`config.mk`:
```
export PLATFORM = sky130hd
export DESIGN_NAME = button_press_encoder
export DESIGN_NICKNAME = d
export VERILOG_FILES = /design/src/rtl/button_press_encoder.sv
export SDC_FILE = /design/constraint.sdc
export NUM_CORES = 1
export LEC_CHECK = 0
export BUFFER_PORTS_ARGS = -buffer_cell sky130_fd_sc_hd__buf_2
export CAP_MARGIN = 20
export CORE_ASPECT_RATIO = 1.25
export CORE_MARGIN = 2
export CORE_UTILIZATION = 30
export CTS_BUF_LIST = sky130_fd_sc_hd__clkbuf_8
export DETAILED_ROUTE_END_ITERATION = 8
export PLACE_DENSITY = 0.43
export SETUP_SLACK_MARGIN = 0.3
export SYNTH_ARGS = -nofsm -noshare
export SYNTH_HDL_FRONTEND = slang
export SYNTH_SLANG_ARGS = --single-unit
```
`constraint.sdc`:
```
create_clock -name clock -period 6.25 [get_ports clock]
set_input_delay 0.625 -clock clock [delete_from_list [all_inputs] [get_ports clock]]
set_output_delay 0.625 -clock clock [all_outputs]
set_load 0.05 [all_outputs]
```
`src/rtl/button_press_encoder.sv`:
```
// Keypad front end: two-flop sync, per-button debounce, one code + strobe per press, chord reject.
// Optional AUTOREPEAT_EN: re-emits press_valid every REPEAT_CYCLES while a single button is held.
module button_press_encoder #(
    parameter int DEBOUNCE_CYCLES = 1000,
    parameter int REPEAT_CYCLES   = 50000
) (
    input  logic       clock,
    input  logic       clear,
    input  logic [3:0] btn_raw,
    output logic [1:0] bn,
    output logic       press_valid,
    output logic       multi_err,
    output logic       held
);

    localparam int            CW      = $clog2(DEBOUNCE_CYCLES);
    localparam logic [CW-1:0] CNT_MAX = CW'(DEBOUNCE_CYCLES - 1);

    if (DEBOUNCE_CYCLES < 2) begin : g_bad_debounce
        $error("DEBOUNCE_CYCLES must be at least 2");
    end
    if (REPEAT_CYCLES < 2) begin : g_bad_repeat
        $error("REPEAT_CYCLES must be at least 2");
    end

    // ------------------------------------------------------------------
    // Synchroniser and debounce
    // ------------------------------------------------------------------
    logic [3:0]         sync1_q, sync1_d;
    logic [3:0]         sync2_q, sync2_d;
    logic [3:0]         stable_q, stable_d;
    logic [3:0]         stable_prev_q, stable_prev_d;
    logic [3:0][CW-1:0] cnt_q, cnt_d;

    always_comb begin
        sync1_d       = btn_raw;
        sync2_d       = sync1_q;
        stable_d      = stable_q;
        stable_prev_d = stable_q;
        cnt_d         = cnt_q;
        for (int i = 0; i < 4; i++) begin
            if (sync2_q[i] == stable_q[i]) begin
                cnt_d[i] = '0;
            end else if (cnt_q[i] == CNT_MAX) begin
                stable_d[i] = sync2_q[i];
                cnt_d[i]    = '0;
            end else begin
                cnt_d[i] = cnt_q[i] + 1'b1;
            end
        end
    end

    always_ff @(posedge clock) begin
        if (clear) begin
            sync1_q       <= '0;
            sync2_q       <= '0;
            stable_q      <= '0;
            stable_prev_q <= '0;
            cnt_q         <= '0;
        end else begin
            sync1_q       <= sync1_d;
            sync2_q       <= sync2_d;
            stable_q      <= stable_d;
            stable_prev_q <= stable_prev_d;
            cnt_q         <= cnt_d;
        end
    end

    // ------------------------------------------------------------------
    // Press / chord FSM
    // ------------------------------------------------------------------
    typedef enum logic [1:0] {
        ST_IDLE  = 2'b00,
        ST_HELD  = 2'b01,
        ST_CHORD = 2'b10
    } state_t;

    state_t     state_q;
    logic [1:0] bn_q;
    logic       press_valid_q;
    logic       multi_err_q;
    logic       held_q;

    logic [3:0] rise;
    logic       single_stable;
    logic       single_rise;
    logic       multi_stable;
    logic       none_stable;

    function automatic logic [1:0] encode(input logic [3:0] v);
        encode = 2'd0;
        for (int i = 0; i < 4; i++) begin
            if (v[i]) encode = 2'(i);
        end
    endfunction

    always_comb begin
        rise          = stable_q & ~stable_prev_q;
        single_stable = $onehot(stable_q);
        single_rise   = $onehot(rise);
        none_stable   = (stable_q == 4'b0000);
        // two buttons landing on the same edge must look like a chord, never a press
        multi_stable  = !single_stable && !none_stable;
    end

`ifdef AUTOREPEAT_EN
    localparam int            RW      = $clog2(REPEAT_CYCLES);
    localparam logic [RW-1:0] RPT_MAX = RW'(REPEAT_CYCLES - 1);
    logic [RW-1:0] rpt_q;
`endif

    always_ff @(posedge clock) begin
        if (clear) begin
            state_q       <= ST_IDLE;
            bn_q          <= 2'b00;
            press_valid_q <= 1'b0;
            multi_err_q   <= 1'b0;
            held_q        <= 1'b0;
`ifdef AUTOREPEAT_EN
            rpt_q         <= '0;
`endif
        end else begin
            press_valid_q <= 1'b0;
            multi_err_q   <= 1'b0;
            case (state_q)
                ST_IDLE: begin
                    if (multi_stable) begin
                        multi_err_q <= 1'b1;
                        held_q      <= 1'b1;
                        state_q     <= ST_CHORD;
                    end else if (single_rise && single_stable) begin
                        press_valid_q <= 1'b1;
                        bn_q          <= encode(rise);
                        held_q        <= 1'b1;
                        state_q       <= ST_HELD;
`ifdef AUTOREPEAT_EN
                        rpt_q         <= '0;
`endif
                    end
                end
                ST_HELD: begin
                    if (multi_stable) begin
                        multi_err_q <= 1'b1;
                        state_q     <= ST_CHORD;
                    end else if (none_stable) begin
                        held_q  <= 1'b0;
                        state_q <= ST_IDLE;
                    end
`ifdef AUTOREPEAT_EN
                    else if (rpt_q == RPT_MAX) begin
                        press_valid_q <= 1'b1;
                        rpt_q         <= '0;
                    end else begin
                        rpt_q <= rpt_q + 1'b1;
                    end
`endif
                end
                ST_CHORD: begin
                    if (none_stable) begin
                        held_q  <= 1'b0;
                        state_q <= ST_IDLE;
                    end
                end
                default: begin
                    held_q  <= 1'b0;
                    state_q <= ST_IDLE;
                end
            endcase
        end
    end

    assign bn          = bn_q;
    assign press_valid = press_valid_q;
    assign multi_err   = multi_err_q;
    assign held        = held_q;

endmodule

```
==> key figures, run 1 <==
Outcome
  – Status: complete, no violations

Detailed routing
  – DRT Pass-1 Iters: 4
  – Via Count: 1,843
  – DRC: 0
  – Routed wire length: ~4.6 mm
  – Post-DRT Antenna Nets: 0
  – Vias per std cell: 4.30
  – First DRT Iteration DRCs: 55
  – DR WL/cell: 10.7 µm

Die
  – Cell Rows: 38
  – Core ar.: 8700 µm²
  – Ports: 11
  – Die area: around 9700 µm²
  – Die W: 88.5 µm
  – Initial Utilization: 30.8%
  – Die height: ~110 µm

Worst setup path
  – CP Capture Type: flop
  – Setup crit start kind: flop
  – Req. time, crit path: roughly 6500 ps
  – Crit-path max FO: 5
  – WP data arrival: 2940 ps
  – CP Class: flop to flop

Finish
  – Synth-to-layout area growth: 13.0%
  – Area of the multi-input gates: between 1000 and 1500 µm²
  – Filler cells: about 900
  – Final core occ: 34.8%
  – NumNets Final: approximately 330
  – Non-Filler Instances: between 400 and 500
  – FF+latch area: 1260 µm²
  – Design Area, Final: 3030 µm²
  – Ant diodes: 0
  – Share of cells above drive strength 1: 10.4%

Clocking
  – Setup Fix Bufs, Post-CTS: 0
  – Post-CTS Resized: 0
  – CTS Root Buffer Type: clkbuf_8
  – Reg clk slew, reported paths: about 70 ps
  – CTS Buf Count: 9
  – Clock Path Buffers: 2
  – Clk_lat worst skew: around 340 ps
  – H-tree levels: 3
  – Sink Count: 63
  – CTS tree: built
  – Hold bufs inserted after CTS: 0

Power and ir drop
  – Pwr dens: ~240 nW/µm²
  – Net Sw Power: 163 µW
  – Clock network power share: ~42%
  – Reg power frac: a little under three fifths
  – Net Sw Frac: 22.6%
  – LEAKAGE: about 1.1 nW
  – Combinational group share of total power: ~1.5%
  – Internal power: 557 µW
  – VDD IR max: a little over 0.1 mV

STA
  – Slew HR: a little under two thirds
  – Max Freq: around 370 MHz
  – Fin crit share: 43.3%
  – Hold Violations, Final: 0
  – Setup TNS: 0 ps
  – Worst-Margin Slew: ~550 ps
  – RSZ-0062 raised after global routing: false
  – Tmin final: about 2700 ps
  – Clock Skew: approximately 8.5 ps
  – Setup violators final: 0
  – Slew Viols, Final: 0
  – Min Hold Slack: 431 ps

Synthesis
  – FF+latch count, synth: 63
  – Mean post-synth cell area: 9.33 µm²
  – Gate count of the mapped netlist: between 200 and 300
  – Synth unique cells: 39
  – Seq/Total Area, Yosys: between 40% and 50%
  – Most used DFF post-synth: dfxtp_1
  – Async S/R FF share, synth: 0%
  – Total of warnings raised by yosys: 0
  – Post-synth net total: around 310
  – Post-synth EDFFs: 0
  – Cell area after synthesis: around 2700 µm²

Placement
  – Post-DP HPWL: 3.15 mm
  – IO Port Bufs: 10
  – Final GP Congestion: a little under 0.7
  – Placed Instances: roughly 410
  – Placed instance area: 2860 µm²

Global route
  – First-pass GRT wire length: roughly 8.1 mm
  – Number of antenna violations at the first check in global routing: 0
  – Pin count of the biggest net entering global routing: 25
  – Vias in the first global route: approximately 1,800
  – Total track usage: approximately 11%
  – Overflow after GRT: 0

Min path
  – Hold WC Path Type: flop to flop

Flow run
  – Maxcap violations: 0
==> state kept, by name (all words and copies together) (netlist names) <==
name	count
stable_prev_d	4
press_valid	1
state_q	2
multi_err	1
cnt_q	40
sync2_q	4
bn	2
stable_prev_q	4
sync1_q	4
held	1
==> through the flow <==
stage          power [mW]  setup WS [ps]
6_report            0.720           3540
5_1_grt             0.756           3290
4_1_cts             0.737           3520
3_5_place_dp        0.426           3530
3_3_place_gp        0.426           3600
2_1_floorplan       0.422           3770
==> per-layer routing <==
metal  GRT usage [%]  vias up  routed length, µm
met1            13.3      834               2330
met3            4.35        6                133
li1                -      982                  -
met2            16.5       21               2020
met5               0        -                  0
met4            6.60        0                 95
==> cell families after synthesis <==
logic type / count (synthesis) / synth area share [%]
XOR/XNOR: 36 / 11.8
buffers and inverters: 16 / 2.38
adder cells (fa/ha/maj): 15 / 7.57
AND/OR/NAND/NOR: 140 / 25.8
flip-flops: 63 / 47.1
AO/OA/AOI/OAI: 12 / 3.50
multiplexers: 5 / 1.87
==> cells in the final DEF, fill, tap and decap left out, types with 2 or more instances in the layout <==
cell,n
nor4_1,2
xnor2_1,22
nand3_1,11
a21oi_1,3
nor3_1,13
clkinv_2,3
nand4_1,5
nand2b_1,6
or3_1,2
dfxtp_1,63
nor2_1,56
or4_4,2
nor3b_1,2
ha_1,13
buf_2,10
xor2_1,14
clkbuf_8,10
nand2_2,2
o311a_1,2
nor2b_1,10
inv_1,14
nand2_1,18
and3_1,2
and2_1,2
mux2i_1,5
fa_1,2
==> critical path: stages, from the launching register on <==
cell     delay [ps]
dfxtp_1         360
inv_1           100
fa_1            540
inv_1            40
ha_1            170
ha_1            280
nor3b_2         350
mux2i_1         420
a21oi_1         120
o221a_1         220
==> cells in the mapped netlist (all sizes together) (3+ instances only) <==
cell | n | area (µm²)
nor2b | 10 | 62.6
or4 | 3 | 30.0
and3 | 3 | 20.0
nand2b | 6 | 37.5
dfxtp | 63 | 1260
mux2i | 5 | 50.1
nor2 | 56 | 210
nor3 | 13 | 65.1
inv | 13 | 48.8
xnor2 | 22 | 193
a21oi | 3 | 15.0
nand4 | 5 | 31.3
nor3b | 3 | 27.5
nand3 | 12 | 65.1
ha | 13 | 163
nand2 | 20 | 80.1
xor2 | 14 | 123
==> cell type report <==
| class | instances | area share [%] |
|---|---|---|
| clock buffer | 10 | 4.55 |
| clock inverter | 5 | 0.868 |
| inverter | 13 | 1.61 |
| multi-input combinational | 208 | 44.7 |
| sequential | 63 | 41.7 |
| tap | 120 | 4.96 |
| timing repair buffer | 10 | 1.65 |
==> power by group through the flow <==
stage               Sequential, mW  Combinational [mW]  Clock (mW)
CTS                          0.406              0.0109       0.320
detailed placement           0.415              0.0109           0
finish                       0.406              0.0105       0.303
floorplan                    0.415             0.00728           0
global placement             0.415              0.0109           0
global route                 0.406              0.0123       0.337
==> worst paths after layout <==
path                    startpoint    endpoint  slack, ps  cells after the start
hold reg to reg         sync1_q[0]  sync2_q[0]        430                      1
setup / recovery  stable_prev_d[0]        held       3540                      9
hold / removal          sync1_q[0]  sync2_q[0]        430                      1
setup reg to reg  stable_prev_d[0]        held       3540                      9
Power figures use the tool's default switching activity.
==> run 2, diff against run 1 <==
--- a/config.mk
+++ b/config.mk
@@ -12,7 +12,7 @@
 export CORE_UTILIZATION = 30
 export CTS_BUF_LIST = sky130_fd_sc_hd__clkbuf_8
 export DETAILED_ROUTE_END_ITERATION = 8
-export PLACE_DENSITY = 0.43
+export PLACE_DENSITY = 0.44
 export SETUP_SLACK_MARGIN = 0.3
 export SYNTH_ARGS = -nofsm -noshare
 export SYNTH_HDL_FRONTEND = slang
==> constraint.sdc (replaced) <==
create_clock -name clock -period 2.35 [get_ports clock]
set_input_delay 0.235 -clock clock [delete_from_list [all_inputs] [get_ports clock]]
set_output_delay 0.235 -clock clock [all_outputs]
set_load 0.05 [all_outputs]
==> key figures, run 2 (synthesis results as in run 1) <==
Global route
  – Overflow after GRT: 0
  – Number of antenna violations at the first check in global routing: 0
  – Vias in the first global route: 1,855
  – Pin count of the biggest net entering global routing: 15
  – Total track usage: 11.0%
  – First-pass GRT wire length: 8.20 mm

Worst setup path
  – Reg2reg start: stable_prev_d[0]
  – CP Class: flop to flop
  – Setup crit start kind: flop
  – CP Capture Type: flop
  – R2R depth: 9
  – WP data arrival: approximately 2500 ps
  – R2R Path End: state_q[1]
  – Req. time, crit path: 2570 ps
  – R2R setup slack: between 20 and 25 ps
  – Crit-path max FO: 4

Detailed routing
  – Via Count: between 1,500 and 2,000
  – Post-DRT Antenna Nets: 0
  – DRC: 0
  – First DRT Iteration DRCs: between 40 and 50
  – DRT Pass-1 Iters: 4
  – Vias per std cell: about 4.3
  – DR WL/cell: about 11 µm
  – Routed wire length: between 4 and 5 mm

Finish
  – Filler cells: roughly 930
  – Design Area, Final: about 3300 µm²
  – Share of cells above drive strength 1: 19.6%
  – NumNets Final: between 300 and 400
  – Ant diodes: 0
  – Synth-to-layout area growth: 21.4%
  – Commonest non-fill, non-tap cell in the layout: dfxtp_1
  – Max reg flops: 40
  – Reg with most FFs: cnt_q
  – Most frequent cells in the layout: 60 x dfxtp_1, 53 x nor2_1, 22 x xnor2_1

STA
  – Final worst slack: between 20 and 25 ps
  – Worst-Margin Slew: around 470 ps
  – Fin crit share: between 90% and 100%
  – Slew HR: between 60% and 70%
  – Min Hold Slack: roughly 110 ps
  – Max Freq: 430 MHz
  – RSZ-0062 raised after global routing: true
  – Setup violators final: 0
  – Setup TNS: 0 ps
  – Hold Violations, Final: 0
  – Tmin final: 2330 ps
  – Slew Viols, Final: 0
  – Clock Skew: approximately 6.0 ps

Clocking
  – Sink Count: 63
  – Hold bufs inserted after CTS: 0
  – H-tree levels: 3
  – CTS Root Buffer Type: clkbuf_8
  – Reg clk slew, reported paths: about 70 ps
  – Clk_lat worst skew: roughly 330 ps
  – Clock Path Buffers: 2
  – CTS Buf Count: 9
  – CTS tree: built

Outcome
  – Status: complete, no violations

Power and ir drop
  – Pwr dens: between 600 and 700 nW/µm²
  – VDD IR max: approximately 0.33 mV
  – LEAKAGE: between 1 and 1.5 nW

Die
  – Initial Utilization: a little under a third
  – Die area: just under 10,000 µm²
  – Die height: 110 µm
  – Die W: 88.5 µm
  – Core ar.: just under 9000 µm²
  – Cell Rows: 38
  – Ports: 11

Placement
  – IO Port Bufs: 10
  – Final GP Congestion: approximately 0.8
  – Setup WS pre-CTS: -22.5 ps
  – Placed instance area: around 3000 µm²
  – Post-DP HPWL: ~3.3 mm

Min path
  – Hold depth: 2
  – Min-delay src: btn_raw[1]
  – Hold worst-path end: sync1_q[1]
  – Hold WC Path Type: primary input to flop

Flow run
  – Maxcap violations: 0
==> run 2: cell types whose count changed in the layout (fill, tap and decap cells not counted), moves of 3 or more <==
cell | previous run | this run
inv_1 | 14 | 11
buf_4 | 0 | 13
dfxtp_2 | 0 | 3
inv_2 | 0 | 3
ha_1 | 13 | 10
dfxtp_1 | 63 | 60
nor2_1 | 56 | 53
==> run 2: critical path, cell delays in order, from the launching register on <==
cell,delay (ps)
dfxtp_2,340
inv_2,60
fa_1,520
inv_1,40
ha_2,170
ha_4,220
nor3b_4,230
mux2i_2,350
a221o_1,220
o31ai_1,60
==> run 2: worst max path at each step <==
stage | startpoint | to | slack [ps] | cells after the start
global route | stable_prev_d[0] | state_q[1] | -80 | 9
detailed placement | stable_prev_d[0] | held | -20 | 9
floorplan | stable_prev_d[0] | held | 50 | 9
global placement | stable_prev_d[0] | held | 20 | 9
CTS | stable_prev_d[0] | held | 20 | 9
finish | stable_prev_d[0] | state_q[1] | 20 | 9
==> run 2: final cells by class <==
cell class	count	area (µm²)	area share, %
clock buffers	10	138	4.23
clock inverters	5	73.8	2.27
inverters	13	48.8	1.50
multi-input cells	208	1430	43.9
flip-flops and latches	63	1260	38.9
well taps	120	150	4.62
repair buffers	23	148	4.54
==> run 2: what timing repair did <==
action | in CTS | in global routing
resized for setup | 0 | 7
setup endpoints to repair | 7 | 7
buffers inserted | 3 | 2
pin swaps | 4 | 7
==> run 2: power breakdown <==
part | total (mW) | switching (mW) | internal (mW)
Combinational | 0.0292 | 0.0179 | 0.0113
Clock | 1.03 | 0.414 | 0.613
Sequential | 1.08 | 0.00387 | 1.08
==> run 2: stage by stage <==
stage | utilization, % | std cells | power (mW)
floorplan | - | 287 | 1.12
global placement | 34.2 | 422 | 1.13
detailed placement | 34.2 | 422 | 1.13
CTS | 36.8 | 440 | 2.18
global route | 37.4 | 442 | 2.23
finish | 37.4 | 442 | 2.14
==> run 2: metal layers <==
layer  vias to the layer above  GRT usage [%]  routed length, µm
met2                        17           16.1               2070
li1                       1011              -                  -
met4                         0           6.82                132
met3                         9           2.85                133
met1                       858           14.3               2410
met5                         -              0                  0
